**src/rtl/oled_spi_receiver.sv**
```systemverilog
// oled_spi_receiver: display-side receiver for the four-wire write-only SPI display bus.
// Latency: 3 Clock edges from the first edge that samples the 8th SCLK high to RxValid.
// Backpressure: bytes queue in a FIFO_DEPTH-entry FIFO; a byte completing while it is full is dropped and flags Overflow.
//
// Ports:
//   Clock, nReset          system clock, asynchronous active-low reset
//   SCLK, nCS, SDIN, DnC   asynchronous bus inputs (mode 0, MSB first)
//   RxData, RxDnC          head byte and its command/data tag
//   RxValid, RxReady       output handshake; pop when both are high
//   Overflow, FrameError   sticky error flags, cleared by ClearErrors

// oled_spi_sync2: two-flop synchroniser with a configurable reset value.
// Latency: 2 clk edges.
// Backpressure: none.
module oled_spi_sync2 #(
   parameter logic RST_VAL = 1'b0
) (
   input  logic clk,
   input  logic rst_n,
   input  logic d,
   output logic q
);
   logic meta;

   always_ff @(posedge clk or negedge rst_n) begin
      if (!rst_n) begin
         meta <= RST_VAL;
         q    <= RST_VAL;
      end else begin
         meta <= d;
         q    <= meta;
      end
   end
endmodule

// oled_spi_fifo: small register FIFO whose head entry is read straight from the storage array.
// Latency: a push is visible at the head (not_empty) right after the writing edge.
// Backpressure: push_ok is low when full, unless a pop frees an entry on the same edge.
module oled_spi_fifo #(
   parameter int WIDTH = 9,
   parameter int DEPTH = 4
) (
   input  logic             clk,
   input  logic             rst_n,
   input  logic             push,
   input  logic [WIDTH-1:0] push_dat,
   input  logic             pop,
   output logic             push_ok,
   output logic [WIDTH-1:0] head_dat,
   output logic             not_empty
);
   localparam int AW = $clog2(DEPTH);

   logic [WIDTH-1:0] mem [DEPTH];
   logic [AW-1:0]    wr_ptr;
   logic [AW-1:0]    rd_ptr;
   logic [AW:0]      count;
   logic             pop_ok;

   assign not_empty = (count != '0);
   assign pop_ok    = pop && not_empty;
   // A full FIFO still takes the byte when the head leaves on the same edge.
   assign push_ok   = push && ((count < (AW+1)'(DEPTH)) || pop_ok);
   assign head_dat  = mem[rd_ptr];

   always_ff @(posedge clk or negedge rst_n) begin
      if (!rst_n) begin
         for (int i = 0; i < DEPTH; i++) begin
            mem[i] <= '0;
         end
         wr_ptr <= '0;
         rd_ptr <= '0;
         count  <= '0;
      end else begin
         if (push_ok) begin
            mem[wr_ptr] <= push_dat;
            wr_ptr      <= wr_ptr + AW'(1);
         end
         if (pop_ok) begin
            rd_ptr <= rd_ptr + AW'(1);
         end
         if (push_ok && !pop_ok) begin
            count <= count + (AW+1)'(1);
         end else if (!push_ok && pop_ok) begin
            count <= count - (AW+1)'(1);
         end
      end
   end
endmodule

// oled_spi_receiver: SPI display-bus deserialiser with tagged byte FIFO and sticky error flags.
// Latency: 3 Clock edges pin-to-valid (2 sync + 1 FIFO write).
// Backpressure: RxValid/RxReady; bytes arriving while the FIFO is full are dropped (Overflow).
module oled_spi_receiver #(
   parameter int FIFO_DEPTH = 4
) (
   input  logic       Clock,
   input  logic       nReset,
   input  logic       SCLK,
   input  logic       nCS,
   input  logic       SDIN,
   input  logic       DnC,
   output logic [7:0] RxData,
   output logic       RxDnC,
   output logic       RxValid,
   input  logic       RxReady,
   output logic       Overflow,
   output logic       FrameError,
   input  logic       ClearErrors
);
   typedef enum logic {
      ST_IDLE  = 1'b0,
      ST_SHIFT = 1'b1
   } state_t;

   state_t     state_q;
   state_t     state_nxt;

   logic       sclk_s;
   logic       ncs_s;
   logic       sdin_s;
   logic       dnc_s;
   logic       sclk_d;
   logic       rise_sclk;

   logic [6:0] shift_reg;
   logic [2:0] bit_cnt;

   logic       shift_en;
   logic       clr_cnt;
   logic       push_req;
   logic       frame_err_set;
   logic       push_ok;
   logic       pop;
   logic [8:0] push_dat;
   logic [8:0] head_dat;

   // Bus synchronisers; reset values match an idle, deselected bus.
   oled_spi_sync2 #(.RST_VAL(1'b0)) u_sync_sclk (.clk(Clock), .rst_n(nReset), .d(SCLK), .q(sclk_s));
   oled_spi_sync2 #(.RST_VAL(1'b1)) u_sync_ncs  (.clk(Clock), .rst_n(nReset), .d(nCS),  .q(ncs_s));
   oled_spi_sync2 #(.RST_VAL(1'b0)) u_sync_sdin (.clk(Clock), .rst_n(nReset), .d(SDIN), .q(sdin_s));
   oled_spi_sync2 #(.RST_VAL(1'b0)) u_sync_dnc  (.clk(Clock), .rst_n(nReset), .d(DnC),  .q(dnc_s));

   always_ff @(posedge Clock or negedge nReset) begin
      if (!nReset) begin
         sclk_d <= 1'b0;
      end else begin
         sclk_d <= sclk_s;
      end
   end

   assign rise_sclk = sclk_s && !sclk_d;

   always_ff @(posedge Clock or negedge nReset) begin
      if (!nReset) begin
         state_q <= ST_IDLE;
      end else begin
         state_q <= state_nxt;
      end
   end

   always_comb begin
      state_nxt     = state_q;
      shift_en      = 1'b0;
      clr_cnt       = 1'b0;
      push_req      = 1'b0;
      frame_err_set = 1'b0;
      case (state_q)
         ST_IDLE: begin
            clr_cnt = 1'b1;
            if (!ncs_s) begin
               state_nxt = ST_SHIFT;
            end
         end
         ST_SHIFT: begin
            // Deselect takes priority over a coincident SCLK edge.
            if (ncs_s) begin
               state_nxt     = ST_IDLE;
               clr_cnt       = 1'b1;
               frame_err_set = (bit_cnt != 3'd0);
            end else if (rise_sclk) begin
               shift_en = 1'b1;
               push_req = (bit_cnt == 3'd7);
            end
         end
         default: begin
            state_nxt = ST_IDLE;
         end
      endcase
   end

   always_ff @(posedge Clock or negedge nReset) begin
      if (!nReset) begin
         shift_reg <= '0;
         bit_cnt   <= '0;
      end else if (shift_en) begin
         shift_reg <= {shift_reg[5:0], sdin_s};
         bit_cnt   <= bit_cnt + 3'd1;
      end else if (clr_cnt) begin
         bit_cnt   <= '0;
      end
   end

   // The completing byte takes the 8th bit and the tag straight from the synchronisers.
   assign push_dat = {dnc_s, shift_reg, sdin_s};
   assign pop      = RxValid && RxReady;

   oled_spi_fifo #(
      .WIDTH (9),
      .DEPTH (FIFO_DEPTH)
   ) u_fifo (
      .clk       (Clock),
      .rst_n     (nReset),
      .push      (push_req),
      .push_dat  (push_dat),
      .pop       (pop),
      .push_ok   (push_ok),
      .head_dat  (head_dat),
      .not_empty (RxValid)
   );

   assign RxData = head_dat[7:0];
   assign RxDnC  = head_dat[8];

   // Sticky flags: a set event on the same edge beats ClearErrors.
   always_ff @(posedge Clock or negedge nReset) begin
      if (!nReset) begin
         Overflow   <= 1'b0;
         FrameError <= 1'b0;
      end else begin
         if (push_req && !push_ok) begin
            Overflow <= 1'b1;
         end else if (ClearErrors) begin
            Overflow <= 1'b0;
         end
         if (frame_err_set) begin
            FrameError <= 1'b1;
         end else if (ClearErrors) begin
            FrameError <= 1'b0;
         end
      end
   end
endmodule

```
**config.mk**
```make
export PLATFORM = sky130hd
export DESIGN_NAME = oled_spi_receiver
export DESIGN_NICKNAME = d
export VERILOG_FILES = /design/src/rtl/oled_spi_receiver.sv
export SDC_FILE = /design/constraint.sdc
export NUM_CORES = 1
export LEC_CHECK = 0
export ABC_CLOCK_PERIOD_IN_PS = 5000
export CORE_MARGIN = 5
export CORE_UTILIZATION = 35
export DETAILED_ROUTE_END_ITERATION = 7
export HOLD_SLACK_MARGIN = 0.05
export SYNTH_ARGS = -nofsm -noshare
export SYNTH_HDL_FRONTEND = slang
export SYNTH_SLANG_ARGS = --single-unit
```
**constraint.sdc**
```tcl
create_clock -name Clock -period 5 [get_ports Clock]
set_input_delay 1.25 -clock Clock [delete_from_list [all_inputs] [get_ports Clock]]
set_output_delay 1.25 -clock Clock [all_outputs]
set_load 0.01 [all_outputs]
```
=== Word level (Yosys, flattened, before mapping) ===
Index checks and enable logic that the tools add are counted.
W data, S select, Z words.

* Register bits: 65
* Bits of input ports: 8
* Output and inout bits: 12
* Word-level logic and storage cells: 76

* Add/subtract/negate cells: 5
* Magnitude comparators: 4
* Equal/unequal tests: 1
* Muxes and demuxes: 24
* Bitwise operators: 3
* Reduce and logical (&&, ||, !) cells: 18

{| class="wikitable"
|+ Operators by type and width
! cell !! number
|-
| $bwmux W36 || 1
|-
| $mux W9 || 3
|-
| $bmux W9 S2 || 1
|-
| $demux W9 S2 || 1
|-
| $mux W1 || 13
|-
| $mux W3 || 4
|-
| $logic_and A1 B1 Y1 || 8
|-
| $reduce_bool A2 Y1 || 4
|-
| $add A3 B1 Y3 const B || 2
|-
| $ge A3 B3 Y1 const B || 2
|-
| $not A2 Y3 || 2
|-
| $reduce_bool A3 Y1 || 2
|-
| $add A2 B1 Y2 const B || 2
|-
| $eq A3 B3 Y1 const B || 1
|-
| $logic_not A1 Y1 || 3
|-
| $lt A3 B1 Y1 const B || 1
|-
| $lt A3 B3 Y1 const B || 1
|-
| $sub A3 B1 Y3 const B || 1
|-
| $pmux W1 S2 || 1
|-
| $logic_or A1 B1 Y1 || 1
|-
| $not A1 Y1 || 1
|}

=== Logic depth before layout (Yosys ltp) ===
Gate-level depths: netlist of run 1.

* Depth in word-level cells: 10
* Gate-level depth with buffers: 10
* Gate-level depth less buffers: 10

=== By module ===
A second synthesis of run 1 with hierarchy kept.

* Cell total of the unflattened synthesis: 176
* Area total of the unflattened synthesis: 2955.3 um^2

{| class="wikitable"
|+ By module, submodules not included
! module !! times used !! cells each !! area each (um^2) !! sequential area each (um^2)
|-
| oled_spi_fifo || 1 || 122 || 2130.8 || 1076.0
|-
| oled_spi_receiver || 1 || 46 || 621.8 || 350.3
|-
| oled_spi_sync2 (u_sync_dnc ...) || 3 || 2 || 50.0 || 50.0
|-
| oled_spi_sync2 (u_sync_ncs) || 1 || 2 || 52.6 || 52.6
|}

=== Least setup slack after synthesis of run 1 ===
No wires, ideal clock.

* Path kind: input to register
* From: input RxReady
* To: register u_fifo.count[2]
* Setup time: 79 ps
* Arrival: 2533 ps
* Required time: 4921 ps
* Setup slack: 2387 ps
* Stages on the path: 9
* Buffers on the path: 0
* Path through: nand2b_1 nand3_1 inv_1 ha_1 inv_1 fa_1 xor2_1 nor2_1 xor2_1

* Word-level cells in the longest chain between the ends: 7
* Elaborated cells on any way between the ends: 10
* Those cells by class: mux (1); reduce/logical (9)

{| class="wikitable"
|+ RTL lines
! what !! RTL line !! RTL
|-
| start: declaration || 106 || <nowiki>input logic RxReady,</nowiki>
|-
| $logic_and A1 B1 Y1 * || 206 || <nowiki>assign pop = RxValid && RxReady;</nowiki>
|-
| $logic_and A1 B1 Y1 * || 61 || <nowiki>assign pop_ok = pop && not_empty;</nowiki>
|-
| $logic_or A1 B1 Y1 * || 63 || <nowiki>assign push_ok = push && ((count < (AW+1)'(DEPTH)) || pop_ok);</nowiki>
|-
| $logic_and A1 B1 Y1 * || 63 ||
|-
| net push_ok || 133 || <nowiki>logic push_ok;</nowiki>
|-
| $logic_not A1 Y1 || 84 || <nowiki>end else if (!push_ok && pop_ok) begin</nowiki>
|-
| $logic_and A1 B1 Y1 || 84 ||
|-
| $reduce_bool A2 Y1 (no source line) || - ||
|-
| end signal: assignment || 83 || <nowiki>count <= count + (AW+1)'(1);</nowiki>
|-
| end signal: assignment || 85 || <nowiki>count <= count - (AW+1)'(1);</nowiki>
|-
| end: declaration || 57 || <nowiki>logic [AW:0] count;</nowiki>
|}

Mark *: on every way through the listed nets, which the timed path passes. The rest lies on a longest branch.
A chain may end at the register's enable or synchronous reset.

=== Worst setup path after layout of run 1 ===
* From: register u_fifo.rd_ptr[0]
* To: output RxData[6]

* Word-level cells in the longest chain between the ends: 4

{| class="wikitable"
|+ RTL lines
! what !! RTL line !! RTL
|-
| start: declaration || 56 || <nowiki>logic [AW-1:0] rd_ptr;</nowiki>
|-
| start signal: assignment || 80 || <nowiki>rd_ptr <= rd_ptr + AW'(1);</nowiki>
|-
| $not A2 Y3 (not written as such) || 64 || <nowiki>assign head_dat = mem[rd_ptr];</nowiki>
|-
| $bmux W9 S2 || 64 ||
|-
| $mux W9 (not written as such) (2 in series) || 64 ||
|-
| end: declaration || 103 || <nowiki>output logic [7:0] RxData,</nowiki>
|}

Every way passes these cells. The select of a mux whose other input is x is not followed.

==> out/results.md, run 1 <==
| Parameter | Reported | Unit |
|---|---|---|
| Worst IR Drop VDD | 0.134 | mV |
| Sequential cell area fraction in the yosys report | 58.0 | % |
| Number of warnings reported in the yosys synthesis log | 0 | - |
| Sum of internal, switching and leakage power | 0.986 | mW |
| First element of the critical path | u_fifo.rd_ptr[0] | - |
| Combinational group share of total power | 3.2 | % |
| Clock tree from TritonCTS | built | - |
| EDFF count, synth | 0 | - |
| Areal power density over the cells | 301 | nW/µm² |
| FP Rows | 32 | - |
| Unrepaired setup endpoints after global routing | false | - |
| R2R Path Start | bit_cnt[0] | - |
| Primary FF master, synth | dfrtp_1 | - |
| Clock Power Share | 40.0 | % |
| Setup Buffers After CTS | 0 | - |
| Count leader, synth | dfrtp_1 | - |
| Max H-tree Level | 3 | - |
| Top cells by area in the synthesized netlist | dfrtp_1 (56%), mux2_2 (14%), mux4_2 (7.2%) | - |
| Antenna Violating Nets Remaining | 0 | - |
| Root cell of the clock tree | clkbuf_8 | - |
| Mean number of vias per cell | 4.65 | - |
| Final routed wire length divided by cell count | 14.4 | µm |
| Remaining global-route overflow | 0 | - |
| Status | finished clean | - |
| Clock buffer count from CTS | 9 | - |
| Time the final worst path needs with I/O delays and setup | 3.47 | ns |
| DR DRC count | 0 | - |
| Final setup violation count | 0 | - |
| Die Ht | 99.6 | µm |
| Largest net degree at the start of global routing | 37 | - |
| Max-slew headroom | 48.0 | % |
| WHS Endpoint | u_sync_dnc.q | - |
| Top cell types by occurrence after synthesis | dfrtp_1 (63), mux2_2 (36), nand2_1 (28) | - |
| Destination of the worst register-to-register timing path | u_fifo.count[2] | - |
| Final estimated routing congestion in global placement | 0.692 | - |
| Synth cell types | 26 | - |
| Iteration-0 DRC Markers | 57 | - |
| Start point of the worst hold path | u_sync_dnc.meta | - |
| Layout filler cell count | 748 | - |
| Netlist Area Pre-Place | 2810 | µm² |
| Part of the cycle the worst path needs | 69.5 | % |
| Share of power burned in registers | 56.7 | % |
| First-pass DRT Iterations | 4 | - |
| Overall via count from detail_route | 1,511 | - |
| Clock Sink Count | 65 | - |
| Data required time at the worst endpoint | 3.75 | ns |
| Hold Path Cell Cnt | 0 | - |
| Biggest area consumer among synthesized cells | dfrtp_1 | - |
| Number of placed I/O pins | 20 | - |
| Reported max-cap violation count | 0 | - |
| Final max-slew violation count | 0 | - |
| Global-route total usage across every layer | 10.7 | % |
| Share of final-layout standard cells stronger than drive strength 1 | 31.8 | % |
| Endpoints failing hold | 0 | - |
| Startpoint-to-endpoint class of the critical path | flip-flop to output port | - |
| Net switching share of the total power | 24.2 | % |
| Maximum root-to-sink buffer count | 2 | - |
| Post-cts hold buffer count | 0 | - |
| Post-Synthesis Cells | 192 | - |
| Clock latency on the worst-skew pair | 0.33 | ns |
| Startpoint types | flip-flop | - |
| PortBufs | 19 | - |
| Post-route setup TNS | 0 | ns |
| Data arrival time of the worst path | 2.22 | ns |
| NumNets Final | 235 | - |
| Post-synthesis average cell area | 14.6 | µm² |
| DRT Wirelength | 4670 | µm |
| Total area of multi-input combinational cells | 1110 | µm² |
| Number of gates resized after CTS | 0 | - |
| Internal power component | 0.747 | mW |
| Slew at the pin with the worst max-slew slack | 0.779 | ns |
| DIE AREA | 9910 | µm² |
| Total area of sequential cells | 1630 | µm² |
| Portion of synthesized cell area occupied by the leading cell type | 56.1 | % |
| CP Max Fanout | 11 | - |
| Wire length of the first global-routing pass | 8150 | µm |
| Net switching power figure | 0.239 | mW |
| Register bit total from synthesis | 65 | - |
| Count of inserted antenna diode cells | 0 | - |
| CTS clock-pin slew for the worst setup and hold paths | 0.07 | ns |
| Die boundary width | 99.6 | µm |
| Leak Pwr | 1.52 | nW |
| Worst min path class | flip-flop to flip-flop | - |
| Register-to-Register Path Depth | 10 | - |
| Post-synthesis net count | 209 | - |
| Standard cell core area | 7770 | µm² |
| Sum of net half-perimeters after detailed placement | 3110 | µm |
| Starting Density | 36.1 | % |
| Layout Skew | 0.00876 | ns |
| Maximum clock frequency | 0.288 | GHz |
| Syn-to-layout area delta | 16.8 | % |
| Flip-flop count of the largest register after layout | 36 | - |
| Number of global-route vias before repair | 1,581 | - |
| Post-synthesis async set-or-reset flop share | 100 | % |
| Endpoint type of the worst setup path | output port | - |
| Number of antenna violations at the first check in global routing | 0 | - |
| Reg-to-reg slack, setup | 2.80 | ns |
[cell families (layout without fill, tap and decap cells)]
group,Yosys count,after routing,synth area share [%]
flops,65,65,58.0
mux,49,49,23.2
simple gates,44,44,9.27
buf+inv,15,46,2.41
fa+ha+maj,9,9,4.28
xor+xnor,7,7,2.18
compound gates,3,3,0.669
[worst max-delay path: stages, from the launching register on]
cell	delay, ns
dfrtp_1	0.80
mux4_2	0.61
clkdlybuf4s50_1	0.49
[layer usage]
layer | global-route usage, % | part of all wire, % | vias up
met5 | 0 | 0 | -
met4 | 5.99 | 1.5 | 0
met3 | 2.38 | 2.9 | 5
met2 | 15.1 | 47 | 22
met1 | 15.2 | 49 | 767
li1 | - | - | 717
[final cells by class]
| class | instances | area share, % |
|---|---|---|
| flip-flops and latches | 65 | 49.7 |
| multi-input cells | 112 | 33.9 |
| repair buffers | 20 | 5.88 |
| clock buffers | 10 | 4.20 |
| well taps | 102 | 3.89 |
| clock inverters | 6 | 1.30 |
| inverters | 10 | 1.15 |
[worst max path at each step]
stage                      end
2_1_floorplan  u_fifo.count[2]
3_3_place_gp   u_fifo.count[2]
3_5_place_dp   u_fifo.count[2]
4_1_cts              RxData[6]
5_1_grt              RxData[6]
6_report             RxData[6]
[layout by cell type (no fill, tap or decap)]
master	instances
and4bb_2	1
buf_2	1
buf_4	1
clkbuf_8	10
clkdlybuf4s50_1	18
clkinv_2	2
clkinv_4	1
clkinvlp_4	2
dfrtp_1	63
dfstp_2	2
fa_1	1
ha_1	8
inv_1	10
inv_6	1
mux2_1	2
mux2_2	36
mux2i_1	2
mux4_2	9
nand2_1	28
nand2b_1	1
nand3_1	2
nand4bb_4	1
nor2_1	4
nor2b_1	2
nor3_4	4
o211ai_1	1
o21ai_0	1
o22ai_1	1
or3_1	1
xnor2_1	5
xor2_1	2
[per-stage QoR]
| stage | instance area (µm²) | hold slack, ns | worst slack [ns] | cells | util [%] |
|---|---|---|---|---|---|
| floorplan | 2810 | 0.331 | 2.39 | 192 | - |
| global placement | 3100 | 0.332 | 1.77 | 309 | 39.9 |
| detailed placement | 3100 | 0.335 | 1.71 | 309 | 39.9 |
| CTS | 3280 | 0.352 | 1.44 | 325 | 42.2 |
| global route | 3280 | 0.356 | 1.40 | 325 | 42.2 |
| finish | 3280 | 0.350 | 1.53 | 325 | 42.2 |
[power by group through the flow]
stage / logic, mW / clock network, mW / registers [mW]
floorplan: 0.0143 / 0 / 0.563
global placement: 0.0329 / 0 / 0.568
detailed placement: 0.0332 / 0 / 0.569
CTS: 0.0334 / 0.409 / 0.559
global route: 0.0374 / 0.433 / 0.562
finish: 0.0319 / 0.395 / 0.559
Note: power is estimated with default switching activity, not from simulation.
==> inputs of run 2 (changes only) <==
--- a/config.mk
+++ b/config.mk
@@ -5,7 +5,7 @@
 export SDC_FILE = /design/constraint.sdc
 export NUM_CORES = 1
 export LEC_CHECK = 0
-export ABC_CLOCK_PERIOD_IN_PS = 5000
+export ABC_CLOCK_PERIOD_IN_PS = 3500
 export CORE_MARGIN = 5
 export CORE_UTILIZATION = 35
 export DETAILED_ROUTE_END_ITERATION = 7
==> constraint.sdc (replaced) <==
create_clock -name Clock -period 3.5 [get_ports Clock]
set_input_delay 0.875 -clock Clock [delete_from_list [all_inputs] [get_ports Clock]]
set_output_delay 0.875 -clock Clock [all_outputs]
set_load 0.01 [all_outputs]
==> run 2 against run 1 <==
  * Global-route usage up 0.64 points
  * Worst setup slack worse by 1.1 ns
  * Utilization up 0.61 points
  * Sequential cell count unchanged
  * Clock-buffer cell count up 1
  * Worst hold slack better by 0.0012 ns
  * Combinational power up 45%
  * Register-to-register slack worse by 1.5 ns
  * Sequential share of layout area down 0.71 points
  * Largest power group unchanged
  * Highest routed layer unchanged
==> out/results.md, run 2 (same netlist as run 1, synthesis figures left out) <==
| Parameter | Reported | Unit |
|---|---|---|
| FP Rows | 32 | - |
| Areal power density over the cells | 455 | nW/µm² |
| DRT Wirelength | 4900 | µm |
| Number of global-route vias before repair | 1,691 | - |
| Setup Buffers After CTS | 0 | - |
| Count of inserted antenna diode cells | 0 | - |
| Clock Sink Count | 65 | - |
| Final hold slack | 0.351 | ns |
| Clock latency on the worst-skew pair | 0.34 | ns |
| Slowest cell on the critical path | dfrtp_1 | - |
| Post-route setup TNS | 0 | ns |
| Clock tree from TritonCTS | built | - |
| Combinational group share of total power | 3.1 | % |
| Antenna Violating Nets Remaining | 0 | - |
| Hold Path Cell Cnt | 0 | - |
| Final setup violation count | 0 | - |
| CP Max Fanout | 7 | - |
| Largest net degree at the start of global routing | 28 | - |
| Sum of internal, switching and leakage power | 1.51 | mW |
| Post-route met1 wirelength | 2340 | µm |
| Final estimated routing congestion in global placement | 0.738 | - |
| Total number of cells along the worst setup path | 3 | - |
| Met3 wire length | 119 | µm |
| Standard cell core area | 7770 | µm² |
| DR DRC count | 0 | - |
| Maximum clock frequency | 0.328 | GHz |
| Number of gates resized after CTS | 0 | - |
| Wire length of the first global-routing pass | 8420 | µm |
| Unrepaired setup endpoints after global routing | false | - |
| Buffers plus inverters on the worst setup path | 2 | - |
| Post-route insts no fill | 327 | - |
| Root cell of the clock tree | clkbuf_8 | - |
| NumNets Final | 237 | - |
| Sum of net half-perimeters after detailed placement | 3290 | µm |
| Post-route standard cell area excluding fillers | 3330 | µm² |
| Startpoint-to-endpoint class of the critical path | flip-flop to output port | - |
| Endpoint type of the worst setup path | output port | - |
| Share of final-layout standard cells stronger than drive strength 1 | 32.4 | % |
| Net switching power figure | 0.349 | mW |
| Count of placed standard cells including taps | 311 | - |
| Overall via count from detail_route | 1,523 | - |
| Layout Skew | 0.0122 | ns |
| Time the final worst path needs with I/O delays and setup | 3.04 | ns |
| Reported max-cap violation count | 0 | - |
| Endpoints failing hold | 0 | - |
| Leak Pwr | 1.56 | nW |
| Maximum root-to-sink buffer count | 2 | - |
| Met2 wire length | 2310 | µm |
| Max H-tree Level | 3 | - |
| Data arrival time of the worst path | 2.17 | ns |
| Mean number of vias per cell | 4.66 | - |
| Worst IR Drop VDD | 0.238 | mV |
| Final routed wire length divided by cell count | 15.0 | µm |
| Clock Power Share | 44.2 | % |
| Number of placed I/O pins | 20 | - |
| Status | finished clean | - |
| Register-to-Register Path Depth | 9 | - |
| Worst min path class | flip-flop to flip-flop | - |
| DIE AREA | 9910 | µm² |
| Clock buffer count from CTS | 9 | - |
| Slew at the pin with the worst max-slew slack | 0.796 | ns |
| Remaining global-route overflow | 0 | - |
| Net switching share of the total power | 23.1 | % |
| Highest metal layer with signal wires | met4 | - |
| Commonest cells after routing, fill and taps aside | dfrtp_1 (63), mux2_2 (36), nand2_1 (28), clkdlybuf4s50_1 (18), clkbuf_8 (11) | - |
| CTS clock-pin slew for the worst setup and hold paths | 0.08 | ns |
| Data required time at the worst endpoint | 2.62 | ns |
| Max-slew headroom | 46.8 | % |
| Global-route total usage across every layer | 11.4 | % |
| Maximum single-stage delay on the critical path | 0.54 | ns |
| PortBufs | 19 | - |
| Die boundary width | 99.6 | µm |
| Final max-slew violation count | 0 | - |
| Starting Density | 36.1 | % |
| Flip-flop count of the largest register after layout | 36 | - |
| Part of the cycle the worst path needs | 87.0 | % |
| Iteration-0 DRC Markers | 45 | - |
| Most frequent standard cell in the layout excluding fill and tap cells | dfrtp_1 | - |
| Share of power burned in registers | 52.7 | % |
| Post-cts hold buffer count | 0 | - |
| Internal power component | 1.16 | mW |
| Cell Chain, Critical Path | buf_4 > mux4_2 > clkdlybuf4s50_1 | - |
| Startpoint types | flip-flop | - |
| First-pass DRT Iterations | 4 | - |
| Cell area reported after detailed placement | 3110 | µm² |
| Syn-to-layout area delta | 18.4 | % |
| Die Ht | 99.6 | µm |
| Family with the most delay on the worst path | buffers and inverters | - |
| Number of antenna violations at the first check in global routing | 0 | - |
run 2: area by class of cell:
cell class	instances	area [µm²]
inverter	10	37.5
clock inverter	5	61.3
sequential	65	1630
multi-input combinational	112	1110
clock buffer	11	151
timing repair buffer	22	208
fill	740	4440
tap	102	128
run 2: worst paths after layout:
kind | startpoint | to | slack [ns]
max | u_fifo.rd_ptr[0] | RxData[6] | 0.46
min | u_sync_dnc.meta | u_sync_dnc.q | 0.35
max reg2reg | sclk_d | u_fifo.count[2] | 1.30
min reg2reg | u_sync_dnc.meta | u_sync_dnc.q | 0.35
max in group asynchronous | nReset | u_fifo.mem[5] | 2.31
min in group asynchronous | nReset | u_fifo.mem[28] | 0.48
run 2: worst reg2reg max path: stages (launching register included):
cell and delay (ns):
dfrtp_1 0.39, and4bb_2 0.44, nand3_1 0.19, inv_1 0.09
ha_1 0.18, inv_1 0.06, fa_1 0.37, xor2_1 0.17
nor2_1 0.11, xor2_1 0.14
run 2: metrics by stage:
step	util [%]	worst slack, ns
floorplan	-	1.26
global placement	40.1	0.645
detailed placement	40.1	0.624
CTS	42.8	0.407
global route	42.8	0.335
finish	42.8	0.456
run 2: power groups by stage:
stage / logic [mW] / registers, mW / clock network, mW
2_1_floorplan: 0.0204 / 0.804 / 0
5_1_grt: 0.0544 / 0.801 / 0.722
3_5_place_dp: 0.0485 / 0.812 / 0
3_3_place_gp: 0.0476 / 0.812 / 0
4_1_cts: 0.0485 / 0.797 / 0.687
6_report: 0.0463 / 0.798 / 0.669
run 2: layer usage:
metal	up-vias	track usage [%]
li1	721	-
met1	767	15.1
met2	25	16.7
met3	10	2.31
met4	0	7.67
met5	-	0
==> inputs of run 3 (changes only) <==
--- a/config.mk
+++ b/config.mk
@@ -9,7 +9,7 @@
 export CORE_MARGIN = 5
 export CORE_UTILIZATION = 35
 export DETAILED_ROUTE_END_ITERATION = 7
-export HOLD_SLACK_MARGIN = 0.05
+export HOLD_SLACK_MARGIN = 0.03
 export SYNTH_ARGS = -nofsm -noshare
 export SYNTH_HDL_FRONTEND = slang
 export SYNTH_SLANG_ARGS = --single-unit
==> results of run 3 <==
The final DEF is identical to that of run 2; final timing and power are the same.
